==> src/rtl/conv_sched_pkg.sv <==
// Shared types and sizing helpers for the convolution layer scheduler.
package conv_sched_pkg;

  typedef enum logic [2:0] {
    StIdle,
    StFetch,
    StIssue,
    StAdvance,
    StDrain,
    StDone
  } sched_state_t;

  // Output extent of one spatial dimension for a valid (unpadded) convolution.
  function automatic int unsigned out_dim(input int unsigned in_dim, input int unsigned kernel,
                                          input int unsigned stride);
    return (in_dim - kernel) / stride + 1;
  endfunction

  // Counter width that never collapses to zero bits.
  function automatic int unsigned cnt_w(input int unsigned n);
    return (n <= 1) ? 1 : $clog2(n);
  endfunction

endpackage

==> src/rtl/conv_inflight_counter.sv <==
// Up/down credit counter tracking PE jobs issued but not yet completed.
module conv_inflight_counter
  import conv_sched_pkg::*;
#(
  parameter int unsigned pMAX = 4,
  localparam int unsigned CntW = cnt_w(pMAX + 1)
) (
  input  logic            clk,
  input  logic            rst,
  input  logic            inc_i,
  input  logic            dec_i,
  output logic [CntW-1:0] count_o,
  output logic            full_o,
  output logic            underflow_o
);

  localparam logic [CntW-1:0] CountMax = CntW'(pMAX);

  logic [CntW-1:0] count_q, count_d;

  // Next count; a completion with nothing outstanding is flagged and never wraps.
  always_comb begin
    count_d     = count_q;
    underflow_o = dec_i && (count_q == '0);
    if (inc_i && !dec_i) begin
      count_d = count_q + CntW'(1);
    end else if (dec_i && !inc_i && (count_q != '0)) begin
      count_d = count_q - CntW'(1);
    end
  end

  // Count register.
  always_ff @(posedge clk or posedge rst) begin
    if (rst) begin
      count_q <= '0;
    end else begin
      count_q <= count_d;
    end
  end

  assign count_o = count_q;
  assign full_o  = (count_q == CountMax);

endmodule

==> src/rtl/conv_layer_scheduler.sv <==
// Walks output positions and channel groups of one conv layer, issuing PE jobs under a
// credit limit, then drains outstanding jobs and pulses done.
module conv_layer_scheduler
  import conv_sched_pkg::*;
#(
  parameter int unsigned pIN_WIDTH        = 8,
  parameter int unsigned pIN_HEIGHT       = 8,
  parameter int unsigned pKERNEL_SIZE     = 3,
  parameter int unsigned pSTRIDE          = 1,
  parameter int unsigned pOUT_CHANNEL     = 32,
  parameter int unsigned pOUTPUT_PARALLEL = 16,
  parameter int unsigned pMAX_INFLIGHT    = 4,
  localparam int unsigned OutW   = out_dim(pIN_WIDTH, pKERNEL_SIZE, pSTRIDE),
  localparam int unsigned OutH   = out_dim(pIN_HEIGHT, pKERNEL_SIZE, pSTRIDE),
  localparam int unsigned Groups = pOUT_CHANNEL / pOUTPUT_PARALLEL,
  localparam int unsigned ColW   = cnt_w(OutW),
  localparam int unsigned RowW   = cnt_w(OutH),
  localparam int unsigned GrpW   = cnt_w(Groups),
  localparam int unsigned InfW   = cnt_w(pMAX_INFLIGHT + 1)
) (
  input  logic            clk,
  input  logic            rst,
  input  logic            start,
  input  logic            window_valid,
  output logic            window_req,
  input  logic            pe_ready,
  input  logic            pe_valid,
  output logic            pe_start,
  output logic [GrpW-1:0] buffer_idx,
  output logic [RowW-1:0] out_row,
  output logic [ColW-1:0] out_col,
  output logic [InfW-1:0] inflight,
  output logic            busy,
  output logic            done,
  output logic            err_underflow
);

  localparam logic [ColW-1:0] ColLast = ColW'(OutW - 1);
  localparam logic [RowW-1:0] RowLast = RowW'(OutH - 1);
  localparam logic [GrpW-1:0] GrpLast = GrpW'(Groups - 1);

  sched_state_t    state_q, state_d;
  logic [RowW-1:0] row_q, row_d;
  logic [ColW-1:0] col_q, col_d;
  logic [GrpW-1:0] grp_q, grp_d;
  logic            pe_start_q;
  logic            err_q;
  logic            cnt_full;
  logic            cnt_underflow;
  logic            last_pos;

  conv_inflight_counter #(
    .pMAX(pMAX_INFLIGHT)
  ) u_inflight (
    .clk        (clk),
    .rst        (rst),
    .inc_i      (pe_start),
    .dec_i      (pe_valid),
    .count_o    (inflight),
    .full_o     (cnt_full),
    .underflow_o(cnt_underflow)
  );

  assign last_pos = (row_q == RowLast) && (col_q == ColLast);

  // Next-state, position/group stepping and strobes.
  always_comb begin
    state_d    = state_q;
    row_d      = row_q;
    col_d      = col_q;
    grp_d      = grp_q;
    pe_start   = 1'b0;
    window_req = 1'b0;
    done       = 1'b0;
    unique case (state_q)
      StIdle: begin
        if (start) begin
          state_d = StFetch;
          row_d   = '0;
          col_d   = '0;
          grp_d   = '0;
        end
      end
      StFetch: begin
        if (window_valid) state_d = StIssue;
      end
      StIssue: begin
        // The gap after each pulse gives the PE a clean rise and fall on buffer_valid.
        if (pe_ready && !cnt_full && !pe_start_q) begin
          pe_start = 1'b1;
          if (grp_q == GrpLast) begin
            grp_d   = '0;
            state_d = StAdvance;
          end else begin
            grp_d = grp_q + GrpW'(1);
          end
        end
      end
      StAdvance: begin
        window_req = !last_pos;
        if (col_q == ColLast) begin
          col_d = '0;
          row_d = (row_q == RowLast) ? '0 : row_q + RowW'(1);
        end else begin
          col_d = col_q + ColW'(1);
        end
        state_d = last_pos ? StDrain : StFetch;
      end
      StDrain: begin
        if (inflight == '0) state_d = StDone;
      end
      StDone: begin
        done    = 1'b1;
        state_d = StIdle;
      end
      default: state_d = StIdle;
    endcase
  end

  // State, counters, pulse history and sticky underflow flag.
  always_ff @(posedge clk or posedge rst) begin
    if (rst) begin
      state_q    <= StIdle;
      row_q      <= '0;
      col_q      <= '0;
      grp_q      <= '0;
      pe_start_q <= 1'b0;
      err_q      <= 1'b0;
    end else begin
      state_q    <= state_d;
      row_q      <= row_d;
      col_q      <= col_d;
      grp_q      <= grp_d;
      pe_start_q <= pe_start;
      if (cnt_underflow) err_q <= 1'b1;
    end
  end

  assign buffer_idx    = grp_q;
  assign out_row       = row_q;
  assign out_col       = col_q;
  assign busy          = (state_q != StIdle);
  assign err_underflow = err_q;

endmodule
==> config.mk <==
export PLATFORM = sky130hd
export DESIGN_NAME = conv_layer_scheduler
export DESIGN_NICKNAME = d
export VERILOG_FILES = /design/src/rtl/conv_sched_pkg.sv /design/src/rtl/conv_inflight_counter.sv /design/src/rtl/conv_layer_scheduler.sv
export SDC_FILE = /design/constraint.sdc
export NUM_CORES = 1
export LEC_CHECK = 0
export BUFFER_PORTS_ARGS = -buffer_cell sky130_fd_sc_hd__buf_2
export CORE_ASPECT_RATIO = 1.1
export CORE_MARGIN = 1
export CORE_UTILIZATION = 56
export DETAILED_ROUTE_END_ITERATION = 16
export PLACE_DENSITY = 0.94
export REMOVE_ABC_BUFFERS = 1
export SLEW_MARGIN = 40
export SYNTH_ARGS = -nofsm -noshare
export SYNTH_HDL_FRONTEND = slang
export SYNTH_SLANG_ARGS = --single-unit
==> constraint.sdc <==
create_clock -name clk -period 4.6 [get_ports clk]
set_clock_uncertainty 0.2 [all_clocks]
set_input_delay 0.23 -clock clk [delete_from_list [all_inputs] [get_ports clk]]
set_output_delay 0.23 -clock clk [all_outputs]
set_load 0.01 [all_outputs]
# Word level (Yosys, flattened, before mapping)
# Cells that the tools add are included.
dict set report totals {
  elab_cells 72
  output_inout_bits 15
  inputBits 6
  regBits 15
}
dict set report op_classes {
  n_addsub 5
  n_mux 23
  n_eq_ne 14
  reduce_logical 23
}
# op count
set ops {}
lappend ops {{3-bit two-way mux} 12}
lappend ops {{3-bit == test, second input constant} 5}
lappend ops {{3-bit case mux with 5 select lines} 1}
lappend ops {{2-bit inequality test, second input constant} 6}
lappend ops {{3-bit case mux with 2 select lines} 2}
lappend ops {{3-bit by 1-bit adder with 3-bit output, second input constant} 3}
lappend ops {{1-bit logical AND} 7}
lappend ops {{1-bit two-way mux} 7}
lappend ops {{3-bit by 2-bit == test with 1-bit output, second input constant} 2}
lappend ops {{3-bit zero test} 2}
lappend ops {{3-bit AND reduction} 2}
lappend ops {{2-bit nonzero test} 3}
lappend ops {{3-bit nonzero test} 2}
lappend ops {{1-bit zero test} 5}
lappend ops {{5-bit AND reduction} 1}
lappend ops {{3-bit by 1-bit == test with 1-bit output, second input constant} 1}
lappend ops {{3-bit by 1-bit subtractor with 3-bit output, second input constant} 1}
lappend ops {{1-bit case mux with 2 select lines} 1}
lappend ops {{2-bit AND reduction} 1}
lappend ops {{1-bit adder, second input constant} 1}

# Depth between registers and ports, before layout
dict set report depth {
  word_depth 11
  mapped_depth 9
  depth_no_buf 8
}

# By module
# A second synthesis with hierarchy kept.
dict set report unflattened {
  hier_cells 90
  area_unflattened_um2 858.3
}
# mod cells_per_inst area_per_inst_um2 instances
set modules_own_cells {}
lappend modules_own_cells {conv_layer_scheduler 66 638.1 1}
lappend modules_own_cells {conv_inflight_counter 24 220.2 1}

# Worst setup path before layout
# OpenSTA, ideal clock, no wires.
dict set report synth_timing {
  kind {reg-to-reg}
  start {register state_q[2]}
  end {register u_inflight.count_q[2] (netlist: u_inflight.count_o[2])}
  arrival_ps 2186
  stages_incl_launch_ff 9
  synth_period_minus_slack_ps 2512
  setup_slack_ps 2088
  setup_ps 126
  n_path_buf 1
  path_cell_list {dfrtp_1 > buf_6 > nand4bb_1 > a211oi_2 > nand2_1 > fa_1 > a211oi_1 > o21ai_0 > o311a_1}
}
dict set report synth_between {
  elab_chain_len 6
  elab_cells_between_ends 8
  cone_classes {1 x eq/ne; 2 x mux; 5 x reduce/logical}
}
# item line
set synth_rtl {}
lappend synth_rtl {{from (decl)} conv_layer_scheduler.sv:42} ;# sched_state_t state_q, state_d;
lappend synth_rtl {{from (signal assigned)} conv_layer_scheduler.sv:123} ;# state_q <= StIdle;
lappend synth_rtl {{from (signal assigned)} conv_layer_scheduler.sv:130} ;# state_q <= state_d;
lappend synth_rtl {{3-bit by 2-bit == test with 1-bit output (*)} conv_layer_scheduler.sv:75} ;# unique case (state_q)
lappend synth_rtl {{1-bit two-way mux (*)} conv_layer_scheduler.sv:75}
lappend synth_rtl {{net pe_start} conv_layer_scheduler.sv:28} ;# output logic pe_start,
lappend synth_rtl {{1-bit zero test} conv_inflight_counter.sv:27} ;# end else if (dec_i && !inc_i && (count_q != '0)) begin
lappend synth_rtl {{1-bit logical AND (2 in a row)} conv_inflight_counter.sv:27}
lappend synth_rtl {{2-bit nonzero test (no source line)} --}
lappend synth_rtl {{to (signal assigned)} conv_inflight_counter.sv:37} ;# count_q <= count_d;
lappend synth_rtl {{to (decl)} conv_inflight_counter.sv:19} ;# logic [CntW-1:0] count_q, count_d;
# The timed path passes the listed nets; every way through them passes the cells marked *.
# A chain may end at the register's enable or synchronous reset.

# Worst setup path in the final report
dict set report layout_timing {
  start {register state_q[2]}
  end {register u_inflight.count_q[2] (netlist: u_inflight.count_o[2])}
}
dict set report layout_between {
  elab_chain_len 6
  elab_cells_between_ends 8
  cone_classes {1 x eq/ne; 2 x mux; 5 x reduce/logical}
}
# item line
set layout_rtl {}
lappend layout_rtl {{3-bit by 2-bit == test with 1-bit output (*)} conv_layer_scheduler.sv:75}
lappend layout_rtl {{1-bit two-way mux (*)} conv_layer_scheduler.sv:75}
lappend layout_rtl {{1-bit zero test} conv_inflight_counter.sv:27}
lappend layout_rtl {{1-bit logical AND (2 in a row)} conv_inflight_counter.sv:27}
lappend layout_rtl {{2-bit nonzero test (no source line)} --}
# Every way passes the cells marked *; elsewhere a longest branch is shown, timed or not.

==> out/qor.csv <==
stage,metric,value,unit
critical_path,worst path arrival time,2.72,ns
finish,synth-to-layout area growth,12.9,%
placement,dpl hpwl,1430,um
clocking,Skew-Pair Late Insertion Delay,0.28,ns
drt,routed length per instance,15.5,um
timing,tightest slew margin relative to the limit,61.9,%
global_route,largest net degree at the start of global routing,16,
timing,final hold viol count,0,
global_route,initial antenna violation count,0,
timing,post-route setup TNS,0,ns
yosys,cell type with the highest aggregate area in the netlist,dfrtp_1,
drt,remaining design rule violation count,0,
finish,diodes inserted,0,
finish,layout filler cell count,107,
finish,Finished Core Util,71.6,%
drt,overall routed net length,2010,um
power,ratio of total power to cell area,558,nW/um^2
critical_path,destination of the worst register-to-register timing path,u_inflight.count_o[2],
clocking,maximum buffer depth of the clock tree,2,
critical_path,CP endpoint kind,register,
global_route,vias in the first global route,695,
critical_path,cells along the critical path,nand4bb_1 -> a211oi_2 -> nand2_1 -> fa_1 -> a211oi_1 -> o21ai_0 -> o311a_1,
drt,number of iterations in the first detailed-routing pass,4,
outcome,result of the run,"finished, final reports clean",
global_route,first-pass GRT wire length,2960,um
timing,Min Hold Slack,0.0888,ns
placement,placer congestion estimate,0.813,
drt,average via count per standard cell,6.33,
hold_path,worst min-delay path class,in2reg,
yosys,area of the mapped netlist,911,um^2
clocking,number of CTS-inserted buffers,3,
drt,routed vias,823,
hold_path,cell depth of the worst hold path,2,
drt,drt first-iter violations,36,
floorplan,Initial Util,63.4,%
timing,Final Critical Period,2.75,ns
critical_path,kind of critical path,reg2reg,
yosys,number of distinct standard cells referenced by the synthesized netlist,42,
floorplan,width of the die,40.5,um
clocking,TritonCTS clock tree,done,
finish,share of final-layout standard cells stronger than drive strength 1,28.1,%
drt,Antenna Violating Nets Remaining,0,
clocking,"CTS clk-pin slew, worst paths",0.09,ns
finish,count of nets after finishing,122,
global_route,global-route usage over all layers,24.6,%
yosys,synthesized area per cell,9.69,um^2
timing,Max Transition Viols Final,0,
timing,Slew @ Worst Pin,0.571,ns
critical_path,number of cells traversed by the worst register-to-register path,7,
yosys,area share of the leading cell type in the synthesized netlist,41.2,%
timing,total of endpoints with negative setup slack in the final report,0,
yosys,synthesis-stage register bit count,15,
clocking,clk sink count,15,
floorplan,Core Box Area,1440,um^2
clocking,Resized Gates After CTS,0,
yosys,sequential share of the synthesized area,41.2,%
timing,maximum frequency from static timing analysis,0.363,GHz
clocking,count of H-tree levels built during CTS,1,
yosys,ranking of synthesized cells by area,"dfrtp_1, nor2_1, nand2b_1, nand2_1, o21ai_0",
floorplan,Site Rows,14,
critical_path,cell with the largest stage delay on the worst path,dfrtp_1,
critical_path,critical path data required time,4.57,ns
critical_path,CP max FO,10,
floorplan,height of the die,44.3,um
critical_path,end of the critical path,u_inflight.count_o[2],
floorplan,ports placed on the boundary,21,
timing,period utilization,59.9,%
yosys,Gate Count Post-Synth,94,
critical_path,Reg2Reg Setup Slack,1.85,ns
run,max_cap viols,0,
finish,summed area of non-filler cells in the final layout,1030,um^2
clocking,number of post-CTS setup repair buffers,0,
global_route,grt ovf,0,
placement,number of input and output port buffers inserted,20,
clocking,clock tree root driver cell,clkbuf_4,
critical_path,maximum cell stage delay along the critical path,0.50,ns
yosys,count of yosys warnings during synthesis,0,
critical_path,crit path from,state_q[2],
timing,unrepaired setup endpoints after global routing,no,
critical_path,crit start category,register,
floorplan,Total Die Area,1790,um^2
placement,DP Area,992,um^2
power,power consumption,574,uW
critical_path,source of the worst register-to-register timing path,state_q[2],
power,highest ir drop seen on vdd,0.000333,V
power,P_leak,0.465,nW
Yosys cell counts, drive strengths merged:
| library cell | instances |
|---|---|
| or4b | 1 |
| and3b | 1 |
| dfrtp | 15 |
| and4b | 1 |
| mux2i | 1 |
| nand4bb | 1 |
| nor2 | 9 |
| fa | 1 |
| nor4 | 1 |
| a211oi | 3 |
| a21o | 1 |
| a31o | 1 |
| nor2b | 3 |
| nand2 | 8 |
| or3 | 1 |
| nand4 | 1 |
| clkbuf | 1 |
| nor4b | 1 |
| buf | 4 |
| o21ai | 7 |
| o211ai | 1 |
| a21oi | 4 |
| o22ai | 3 |
| mux2 | 2 |
| a32o | 1 |
| nand3b | 2 |
| a22o | 1 |
| xnor2 | 2 |
| and4bb | 1 |
| nor3 | 2 |
| a31oi | 2 |
| o311a | 1 |
| nand2b | 5 |
| nand3 | 2 |
| inv | 3 |
kinds of logic after synthesis:
group                    synth area share [%]
AO/OA/AOI/OAI                            18.7
multiplexers                             3.57
AND/OR/NAND/NOR                          26.9
flip-flops                               41.2
buffers and inverters                    5.49
XOR/XNOR                                 1.92
adder cells (fa/ha/maj)                  2.20
how the worst min path moves through the flow:
stage | start | endpoint | slack [ns]
4_1_cts | pe_valid | err_underflow | 0.09
3_3_place_gp | rst | err_underflow | 0.11
3_5_place_dp | rst | out_col[1] | 0.12
6_report | pe_valid | err_underflow | 0.09
2_1_floorplan | rst | buffer_idx | -0.07
5_1_grt | pe_valid | err_underflow | 0.09
per-layer routing:
layer / vias to the layer above / global-route usage (%) / wire [um]
met3: 8 / 5.03 / 139
li1: 383 / - / -
met4: 0 / 11.3 / 53
met5: - / 0 / 0
met2: 47 / 38.4 / 956
met1: 385 / 32.0 / 864
registers in the layout, indices dropped and copies added, names as in the netlist:
register / cells
buffer_idx: 1
err_underflow: 1
out_col: 3
out_row: 3
pe_start_q: 1
state_q: 3
u_inflight.count_o: 3
cells in the final DEF (no fill, tap or decap), types with 2 or more instances in the layout:
| cell type | instances |
|---|---|
| xnor2_1 | 2 |
| a31oi_1 | 2 |
| nor2b_1 | 3 |
| nand2_1 | 7 |
| nor2_1 | 9 |
| nor3_1 | 2 |
| inv_1 | 3 |
| a211oi_1 | 2 |
| a21oi_1 | 4 |
| o22ai_1 | 3 |
| dfrtp_1 | 15 |
| nand2b_1 | 5 |
| clkbuf_4 | 3 |
| o21ai_0 | 5 |
| nand3_1 | 2 |
| buf_2 | 20 |
| mux2_2 | 2 |
metrics by stage:
stage	std cells	setup slack (ns)
after floorplan	89	2.10
after global placement	125	2.11
after detailed placement	125	1.94
after CTS	130	1.89
after global routing	130	1.75
final	130	1.85
where the power goes:
part / switching, mW / total (mW) / internal, mW
sequential: 0.0743 / 0.246 / 0.171
combinational: 0.138 / 0.253 / 0.115
clock: 0.0420 / 0.0756 / 0.0336
critical path: cells and delay by family, from the launching register on:
kind                     cells  cell delay [ns]
AND/OR/NAND/NOR              2             0.45
AO/OA/AOI/OAI                4             1.07
adder cells (fa/ha/maj)      1             0.42
flip-flops                   1             0.50
cell type report:
| class | instances | area [um^2] | area share, % |
|---|---|---|---|
| Tap cell | 16 | 20.0 | 1.95 |
| Timing Repair Buffer | 21 | 110 | 10.7 |
| Sequential cell | 15 | 375 | 36.5 |
| Multi-Input combinational cell | 71 | 485 | 47.2 |
| Clock buffer | 4 | 26.3 | 2.55 |
| Inverter | 3 | 11.3 | 1.09 |
repair_timing:
action / 4_1_cts / 5_1_grt
hold buffers: 1 / 0
endpoints found under the hold margin: 15 / 0
setup endpoints to repair: 0 / 0
(Power assumes the default switching activity.)
